--- src/rtl/move_input_ctrl.sv ---
// -----------------------------------------------------------------------------
// move_input_ctrl
//
// Front end for game_model. Five raw push-buttons are synchronized and
// debounced. The direction buttons move a cursor over the 3x3 board, and the
// select button requests a write of the cell under the cursor. A write that
// is accepted produces a writeEn pulse WE_HOLD cycles long. The FSM then
// waits for select to be released, so game_model sees writeEn low before the
// next move.
//
// Ports
//   clk        system clock (only clock)
//   reset      synchronous, active-high
//   btn_up/btn_down/btn_left/btn_right/btn_sel
//              raw asynchronous buttons, active-high
//   X, O       cell occupancy fed back from game_model (bit i = row*3+col)
//   game_over  blocks every write while high
//   C          one-hot select of the cursor cell (always 1 << cursor)
//   writeEn    write strobe to game_model
//   cursor     current cell index 0..8
//   reject     one-cycle pulse when a select is refused
// -----------------------------------------------------------------------------
module move_input_ctrl #(
    parameter int DB_CYCLES = 4,
    parameter int DB_W      = 16,
    parameter int WE_HOLD   = 2
) (
    input  logic       clk,
    input  logic       reset,
    input  logic       btn_up,
    input  logic       btn_down,
    input  logic       btn_left,
    input  logic       btn_right,
    input  logic       btn_sel,
    input  logic [8:0] X,
    input  logic [8:0] O,
    input  logic       game_over,
    output logic [8:0] C,
    output logic       writeEn,
    output logic [3:0] cursor,
    output logic       reject
);

    // Bit positions of the buttons inside the packed button vectors.
    localparam int B_UP    = 0;
    localparam int B_DOWN  = 1;
    localparam int B_LEFT  = 2;
    localparam int B_RIGHT = 3;
    localparam int B_SEL   = 4;
    localparam int NBTN    = 5;

    localparam logic [3:0] CENTER = 4'd4;

    typedef enum logic [1:0] {
        IDLE,
        WRITE,
        RELEASE
    } state_t;

    // -------------------------------------------------------------------------
    // Synchronizers and debouncers
    // -------------------------------------------------------------------------
    logic [NBTN-1:0] btn_raw;
    logic [NBTN-1:0] sync1;
    logic [NBTN-1:0] sync2;
    logic [NBTN-1:0] level;
    logic [NBTN-1:0] level_d;
    logic [DB_W-1:0] db_cnt [NBTN];
    logic [NBTN-1:0] press;

    assign btn_raw = {btn_sel, btn_right, btn_left, btn_down, btn_up};

    always_ff @(posedge clk) begin
        if (reset) begin
            sync1   <= '0;
            sync2   <= '0;
            level   <= '0;
            level_d <= '0;
            // NOTE: the counter array is plain flops, not RAM, so clearing
            // it in reset is legal and keeps a button held through reset from
            // resuming a half-finished count.
            for (int i = 0; i < NBTN; i++) begin
                db_cnt[i] <= '0;
            end
        end else begin
            // NOTE: non-blocking assignments make sync2 take the *old* sync1,
            // which is what builds a two-stage synchronizer rather than a wire.
            sync1   <= btn_raw;
            sync2   <= sync1;
            level_d <= level;
            for (int i = 0; i < NBTN; i++) begin
                if (sync2[i] == level[i]) begin
                    db_cnt[i] <= '0;
                end else if (db_cnt[i] == DB_W'(DB_CYCLES - 1)) begin
                    level[i]  <= ~level[i];
                    db_cnt[i] <= '0;
                end else begin
                    db_cnt[i] <= db_cnt[i] + 1'b1;
                end
            end
        end
    end

    // One-cycle pulse on each rising edge of a debounced level.
    assign press = level & ~level_d;

    // -------------------------------------------------------------------------
    // Cursor arithmetic on the 3x3 grid (row = idx/3, col = idx%3)
    // -------------------------------------------------------------------------
    function automatic logic [1:0] col_of(input logic [3:0] idx);
        case (idx)
            4'd0, 4'd3, 4'd6: col_of = 2'd0;
            4'd1, 4'd4, 4'd7: col_of = 2'd1;
            default:          col_of = 2'd2;
        endcase
    endfunction

    function automatic logic [3:0] move_up(input logic [3:0] idx);
        move_up = (idx >= 4'd3) ? idx - 4'd3 : idx + 4'd6;
    endfunction

    function automatic logic [3:0] move_down(input logic [3:0] idx);
        move_down = (idx <= 4'd5) ? idx + 4'd3 : idx - 4'd6;
    endfunction

    function automatic logic [3:0] move_left(input logic [3:0] idx);
        move_left = (col_of(idx) == 2'd0) ? idx + 4'd2 : idx - 4'd1;
    endfunction

    function automatic logic [3:0] move_right(input logic [3:0] idx);
        move_right = (col_of(idx) == 2'd2) ? idx - 4'd2 : idx + 4'd1;
    endfunction

    // Fixed priority up > down > left > right; weaker presses in the same
    // cycle are simply lost, since press events last only one cycle.
    logic [3:0] mv_cursor;
    logic       dir_press;

    always_comb begin
        // NOTE: defaults first so every path assigns both signals and no
        // latch is inferred.
        mv_cursor = cursor;
        dir_press = 1'b1;
        if (press[B_UP]) begin
            mv_cursor = move_up(cursor);
        end else if (press[B_DOWN]) begin
            mv_cursor = move_down(cursor);
        end else if (press[B_LEFT]) begin
            mv_cursor = move_left(cursor);
        end else if (press[B_RIGHT]) begin
            mv_cursor = move_right(cursor);
        end else begin
            dir_press = 1'b0;
        end
    end

    // Occupancy is looked at only at the select press in IDLE.
    logic [8:0] occ;
    assign occ = X | O;

    // -------------------------------------------------------------------------
    // Control FSM with registered outputs
    // -------------------------------------------------------------------------
    state_t     state;
    logic [3:0] hold_cnt;

    always_ff @(posedge clk) begin
        if (reset) begin
            state    <= IDLE;
            cursor   <= CENTER;
            C        <= 9'b000010000;
            writeEn  <= 1'b0;
            reject   <= 1'b0;
            hold_cnt <= '0;
        end else begin
            reject <= 1'b0;
            case (state)
                IDLE: begin
                    // Select takes precedence, so a move never lands in
                    // the same cycle as a write request.
                    if (press[B_SEL]) begin
                        if (game_over || occ[cursor]) begin
                            reject <= 1'b1;
                        end else begin
                            state    <= WRITE;
                            writeEn  <= 1'b1;
                            hold_cnt <= 4'(WE_HOLD - 1);
                        end
                    end else if (dir_press) begin
                        cursor <= mv_cursor;
                        C      <= 9'd1 << mv_cursor;
                    end
                end

                // cursor and C are untouched here, so C is stable for
                // the whole pulse. game_over cannot shorten the pulse.
                WRITE: begin
                    if (hold_cnt == 4'd0) begin
                        writeEn <= 1'b0;
                        state   <= RELEASE;
                    end else begin
                        hold_cnt <= hold_cnt - 4'd1;
                    end
                end

                // Wait until select is released so a held button cannot
                // start a second write.
                RELEASE: begin
                    writeEn <= 1'b0;
                    if (!level[B_SEL]) begin
                        state <= IDLE;
                    end
                end

                default: begin
                    state   <= IDLE;
                    writeEn <= 1'b0;
                end
            endcase
        end
    end

endmodule
--- config.mk ---
export PLATFORM = sky130hd
export DESIGN_NAME = move_input_ctrl
export DESIGN_NICKNAME = d
export VERILOG_FILES = /design/src/rtl/move_input_ctrl.sv
export SDC_FILE = /design/constraint.sdc
export NUM_CORES = 1
export LEC_CHECK = 0
export CAP_MARGIN = 20
export CORE_MARGIN = 1.5
export CORE_UTILIZATION = 60
export DETAILED_ROUTE_END_ITERATION = 12
export HOLD_SLACK_MARGIN = 0.08
export PLACE_DENSITY_LB_ADDON = 0.25
export SLEW_MARGIN = 10
export SYNTH_ARGS = -nofsm -noshare
export SYNTH_HDL_FRONTEND = slang
export SYNTH_SLANG_ARGS = --single-unit
--- constraint.sdc ---
create_clock -name clk -period 3.2 [get_ports clk]
set_input_delay 0.64 -clock clk [delete_from_list [all_inputs] [get_ports clk]]
set_output_delay 0.64 -clock clk [all_outputs]
set_load 0.02 [all_outputs]
==> results of run 1 <==
where the power goes:
group	total (mW)	leakage (nW)	internal, mW	switching [mW]
Sequential	1.77	1.16	1.72	0.0498
Clock	1.72	0.251	1.04	0.685
Combinational	0.147	1.52	0.0718	0.0756
Total	3.64	2.93	2.83	0.811
layout by cell type, fill, tap and decap left out, types with 23 or more instances in the layout:
cell             count
xor2_1              37
and3_1              25
nor2_1             118
conb_1              80
xnor2_1             32
clkdlybuf4s50_1     40
nand2_1             49
a21oi_1             23
nand3_1             31
dfxtp_1             41
edfxtp_1            80
sequential cells by signal (all words and copies together), names as in the netlist:
| register | cells |
|---|---|
| reject | 1 |
| writeEn | 1 |
| cursor | 4 |
| db_cnt | 80 |
| state | 2 |
| level | 5 |
| sync2 | 5 |
| C | 9 |
| sync1 | 5 |
| hold_cnt | 4 |
| level_d | 5 |
metrics by stage:
step	worst slack [ps]	cell area [sq um]	hold slack, ps	util
3_5_place_dp	426	7290	435	0.703
4_1_cts	406	7830	447	0.755
3_3_place_gp	497	7290	419	0.703
6_report	346	7830	440	0.755
2_1_floorplan	278	6730	414	-
5_1_grt	235	7830	458	0.755
cell families after synthesis:
| logic type | count (synthesis) |
|---|---|
| buf+inv | 29 |
| xor+xnor | 70 |
| other cells | 1 |
| flops | 121 |
| simple gates | 324 |
| mux | 9 |
| compound gates | 82 |
| fa+ha+maj | 15 |
final cells by class:
type                    count  area (sq um)  share of cell area
clock buffers              19           432              0.0551
flip-flops and latches    121          3220               0.412
multi-input cells         580          3390               0.433
clock inverters            13           105              0.0134
inverters                  13          48.8             0.00623
repair buffers             48           460              0.0588
well taps                 136           170              0.0217
layer usage:
| layer | vias up | global-route usage | routed length, um |
|---|---|---|---|
| met1 | 2417 | 0.312 | 5960 |
| met5 | - | 0 | 0 |
| met2 | 174 | 0.424 | 6600 |
| li1 | 2510 | - | - |
| met3 | 26 | 0.0638 | 617 |
| met4 | 0 | 0.115 | 314 |
worst max-delay path by stage:
stage                     cells past startpoint                 to              startpoint  slack, ps
final                                         9  C[3]$_SDFFE_PP0P_  cursor[1]$_SDFFE_PP0P_        350
after global routing                          9  C[3]$_SDFFE_PP0P_  cursor[1]$_SDFFE_PP0P_        230
after CTS                                     9  C[3]$_SDFFE_PP0P_  cursor[1]$_SDFFE_PP0P_        410
after detailed placement                      9  C[3]$_SDFFE_PP0P_  cursor[0]$_SDFFE_PP0P_        430
after global placement                        9  C[1]$_SDFFE_PP0P_  cursor[0]$_SDFFE_PP0P_        500
after floorplan                              11  C[1]$_SDFFE_PP0P_  cursor[0]$_SDFFE_PP0P_        280
critical path, stage by stage, from the launching register on:
cell,delay [ps]
dfxtp_1,550
inv_1,140
ha_1,240
nor2b_1,170
a2111oi_4,490
mux2i_1,230
a21oi_1,90
a211o_2,350
nor2_1,320
a32o_1,230
==> run_results.csv, run 1 <==
group,metric,value,unit
status,status,"completed",
clock_tree,cts_hold_buf,0,
setup_path,category_of_the_most_critical_setup_path,"flip-flop to flip-flop",
drt,drc,0,
clock_tree,h-tree-depth,4,
placed_design,io_buffers,40,
setup_path,start_of_the_worst_register_to_register_path,"cursor[1]$_SDFFE_PP0P_",
clock_tree,inserted_clock_buffers,17,
clock_tree,postCtsResizedCells,0,
global_routing,global_route_wire_length_before_repair,22500,um
synth,synth.top_cells.by_area,"edfxtp_1, dfxtp_1, nor2_1",
power,power_density,464,nW/um^2
sta,fin_crit,2850,ps
drt,dr.pass1.iters,5,
synth,synth_mux_area_frac,0.0161,
clock_tree,cts_tree,"done",
global_routing,global_route.usage.total,0.254,
synth,synthAdderAreaFrac,0.0292,
synth,synth.largest_area_cell,"edfxtp_1",
die,rows,37,
die,die_y,107,um
power,max-vdd-ir-drop,0.360,mV
synth,asyncSetResetFlopFracSynth,0,
synth,synth_top_cell_area_share,0.374,
sta,worst_slew_pin_slew,645,ps
die,die-area,11300,sq um
sta,final.period_utilization,0.892,
setup_path,r2r_setup_slack,350,ps
setup_path,arrival,3330,ps
setup_path,crit_fanout,10,
layout,share_of_post_route_cells_with_drive_strength_above_1,0.0730,
global_routing,grt_start_max_net_pins,17,
clock_tree,post-cts-setup-buffer-count,0,
clock_tree,cts_root_buf,"clkbuf_8",
power,finalPower,3.64,mW
synth,synth-main-ff-cell,"edfxtp_1",
hold_path,hold_end,"sync2[1]$_SDFF_PP0_",
global_routing,grt_antenna_before_repair,0,
clock_tree,cts.path.max_buffers,2,
synth,syn_area_per_cell,9.88,sq um
global_routing,total_global_routing_overflow,0,
drt,vias_per_cell,5.51,
global_routing,vias_in_the_first_global_route,4944,
drt,drtAntennaViolNets,0,
die,floorplan.die.width,107,um
synth,yosys.area_share.simple,0.248,
clock_tree,clk_pin_slew_worst_paths,60,ps
sta,slew_headroom,0.568,
synth,yosys_warnings,0,
power,power.static_leakage,2.93,nW
clock_tree,tritoncts_num_sinks,121,
hold_path,holdPathStages,1,
setup_path,crit-reg2reg-capture,"C[3]$_SDFFE_PP0P_",
sta,final-max-slew-violation-count,0,
layout,final_cells,930,
clock_tree,clock_latency_of_the_later_clocked_register_in_the_worst_skew_pair,530,ps
die,top_level_ports,41,
sta,final-hold-violation-count,0,
synth,post_synth_num_cell_types,62,
synth,post-synth-top-count-cell,"nor2_1",
sta,setup_viol_count_final,0,
layout,final_net_count,822,
placed_design,placed_cells,898,
synth,synth_top_family_by_area,"simple AND/OR/NAND/NOR gates",
setup_path,startpoint_type,"flip-flop",
run,timing.max_cap.violations,0,
synth,post_synth_xor_area_fraction,0.0965,
setup_path,timing.reg2reg.worst_path_depth,9,
drt,routedWlPerCell,14.5,um
die,floorplan.initialDensity,0.620,
placed_design,routabilityCongestion,0.882,
setup_path,required,3670,ps
synth,synth-edff-count,80,
layout,insertedDiodeCount,0,
synth,synth.cell_area,6430,sq um
hold_path,hold_start,"sync1[1]$_SDFF_PP0_",
synth,synth_commonest_cells,"nor2_1, edfxtp_1, nand2_1",
synth,post_synthesis_sequential_area_ratio,0.501,
synth,synth-compound-area-share,0.0912,
synth,syn-instance-count,651,
layout,fill_cells,738,
sta,rsz_0062_raised_after_global_routing,"false",
drt,via_count,5127,
placed_design,detailedPlacementHpwl,9420,um
sta,max_clock_freq,0.350,GHz
die,area_of_the_core,10400,sq um
hold_path,worst_hold_path_class,"flip-flop to flip-flop",
setup_path,critical_path.endpoint_type,"flip-flop",
synth,ys_seq_elements,121,
layout,flow.area_growth_from_synthesis,21.8,%
sta,clock_skew,6.08,ps
sta,tns,0,ps
drt,drt_iter0_drc,327,
drt,totalWireLength,13500,um
Power figures use the tool's default switching activity.
==> run 2: changes to the inputs <==
- PLACE_DENSITY: default -> 0.81
- PLACE_DENSITY_LB_ADDON: 0.25 -> default
==> run 2 against run 1 <==
Maximum frequency rose by 1.8%; critical path depth did not move; setup slack improved by 50 ps; routed wire length fell by 0.79%; cell area rose by 1.6%; die area did not move; sequential share of layout area fell by 0.65 points; combinational power barely moved; register-to-register slack improved by 50 ps; clock-buffer cell count did not move; first-iteration DRC count fell by 4.6%; highest routed layer unchanged.
==> run_results.csv, run 2 (same netlist as run 1, synthesis figures left out) <==
group,metric,value,unit
status,status,"completed",
setup_path,crit_fanout,10,
global_routing,grt_start_max_net_pins,17,
layout,reg.largest.list,"db_cnt x80, C x9",
setup_path,required,3670,ps
setup_path,startpoint_type,"flip-flop",
sta,final.period_utilization,0.876,
die,floorplan.die.width,107,um
sta,tns,0,ps
setup_path,worst_path_max_delay_cell,"dfxtp_1",
layout,flow.area_growth_from_synthesis,23.7,%
die,die_y,107,um
setup_path,start_of_the_worst_register_to_register_path,"cursor[0]$_SDFFE_PP0P_",
layout,insertedDiodeCount,0,
sta,rsz_0062_raised_after_global_routing,"false",
die,die-area,11300,sq um
clock_tree,cts_root_buf,"clkbuf_8",
die,floorplan.initialDensity,0.620,
placed_design,post-place-ws,425,ps
hold_path,worst_hold_path_class,"flip-flop to flip-flop",
sta,clock_skew,5.74,ps
setup_path,arrival,3270,ps
setup_path,critical_path_cell_list,"inv_1 > ha_1 > o21a_1 > a2111oi_4 > mux2i_1 > a21oi_1 > a211o_2 > nor2_1 > a32o_1",
placed_design,post_dp_cell_area,7300,sq um
hold_path,hold_start,"sync1[4]$_SDFF_PP0_",
power,finalPower,4.02,mW
drt,drc,0,
global_routing,global_route.usage.total,0.258,
run,timing.max_cap.violations,0,
layout,most_common_library_cell_in_the_layout_ignoring_fill_and_taps,"nor2_1",
global_routing,total_global_routing_overflow,0,
layout,largest_register_ffs,80,
drt,drt_iter0_drc,312,
sta,fin_crit,2800,ps
drt,vias_per_cell,5.40,
die,area_of_the_core,10400,sq um
layout,registers.top_by_ff_count,"db_cnt",
setup_path,critical_path.endpoint_type,"flip-flop",
sta,slew_headroom,0.500,
sta,worst_slew_pin_slew,748,ps
clock_tree,clock_latency_of_the_later_clocked_register_in_the_worst_skew_pair,530,ps
setup_path,category_of_the_most_critical_setup_path,"flip-flop to flip-flop",
drt,routedWlPerCell,14.4,um
layout,final_net_count,823,
setup_path,crit_path_max_incr_delay,560,ps
layout,layout.cell_area.non_filler,7960,sq um
drt,via_count,5026,
die,top_level_ports,41,
sta,worst_hold_slack,433,ps
clock_tree,clk_pin_slew_worst_paths,60,ps
clock_tree,tritoncts_num_sinks,121,
clock_tree,postCtsResizedCells,0,
clock_tree,post-cts-setup-buffer-count,0,
sta,setup_viol_count_final,0,
clock_tree,cts.path.max_buffers,2,
clock_tree,inserted_clock_buffers,17,
layout,commonest_cells_after_routing_fill_and_taps_aside,"nor2_1, edfxtp_1, conb_1",
clock_tree,cts_tree,"done",
setup_path,r2r_setup_slack,400,ps
global_routing,grt_antenna_before_repair,0,
placed_design,placed_cells,899,
power,power_density,506,nW/um^2
layout,share_of_post_route_cells_with_drive_strength_above_1,0.0717,
global_routing,vias_in_the_first_global_route,4988,
hold_path,holdPathStages,1,
layout,final_cells,931,
placed_design,io_buffers,40,
global_routing,global_route_wire_length_before_repair,22900,um
layout,fill_cells,725,
power,power.static_leakage,2.99,nW
sta,final-hold-violation-count,0,
clock_tree,cts_hold_buf,0,
layout,utilization,0.767,
drt,dr.pass1.iters,5,
placed_design,detailedPlacementHpwl,9450,um
drt,drtAntennaViolNets,0,
sta,post-route-worst-setup-slack,396,ps
setup_path,timing.reg2reg.worst_path_depth,9,
sta,max_clock_freq,0.357,GHz
hold_path,hold_end,"sync2[4]$_SDFF_PP0_",
die,rows,37,
drt,totalWireLength,13400,um
setup_path,crit-reg2reg-capture,"C[3]$_SDFFE_PP0P_",
placed_design,routabilityCongestion,0.859,
clock_tree,h-tree-depth,4,
power,max-vdd-ir-drop,0.467,mV
sta,final-max-slew-violation-count,0,
-- run 2: cell types whose count changed in the layout (fill, tap and decap cells not counted) --
cell	before	now
clkinv_2	6	1
clkinv_1	0	2
buf_4	8	9
clkinvlp_4	6	3
bufinv_16	1	6
clkinv_4	0	1
-- run 2: worst max-delay path by stage --
stage                            from                end  cells past startpoint
4_1_cts        cursor[0]$_SDFFE_PP0P_  C[3]$_SDFFE_PP0P_                      9
5_1_grt        cursor[1]$_SDFFE_PP0P_  C[3]$_SDFFE_PP0P_                      9
3_3_place_gp   cursor[0]$_SDFFE_PP0P_  C[1]$_SDFFE_PP0P_                      9
6_report       cursor[0]$_SDFFE_PP0P_  C[3]$_SDFFE_PP0P_                      9
3_5_place_dp   cursor[0]$_SDFFE_PP0P_  C[3]$_SDFFE_PP0P_                      9
2_1_floorplan  cursor[0]$_SDFFE_PP0P_  C[1]$_SDFFE_PP0P_                     11
-- run 2: worst max-delay path, delay by kind of cell, from the launching register on --
| family | cells | cell delay, ps |
|---|---|---|
| AO/OA/AOI/OAI | 5 | 1300 |
| flip-flops | 1 | 560 |
| AND/OR/NAND/NOR | 1 | 290 |
| adder cells (fa/ha/maj) | 1 | 250 |
| multiplexers | 1 | 230 |
| buffers and inverters | 1 | 120 |
-- run 2: area by class of cell --
cell class                      instances  area [sq um]  area share
Timing Repair Buffer                   49           468      0.0588
Clock inverter                         13           224      0.0281
Tap cell                              136           170      0.0214
Inverter                               13          48.8     0.00613
Multi-Input combinational cell        580          3390       0.426
Sequential cell                       121          3220       0.405
Clock buffer                           19           432      0.0542
-- run 2: layer usage --
layer / GRT usage / wire length, um / vias to the layer above
met2: 0.430 / 6560 / 110
met1: 0.327 / 6060 / 2380
li1: - / - / 2516
met5: 0 / 0 / -
met4: 0.0990 / 242 / 0
met3: 0.0589 / 519 / 20
-- run 2: power breakdown --
group | switching, mW | internal (mW)
Clock | 0.677 | 1.44
Combinational | 0.0748 | 0.0718
Sequential | 0.0497 | 1.72
Total | 0.801 | 3.22
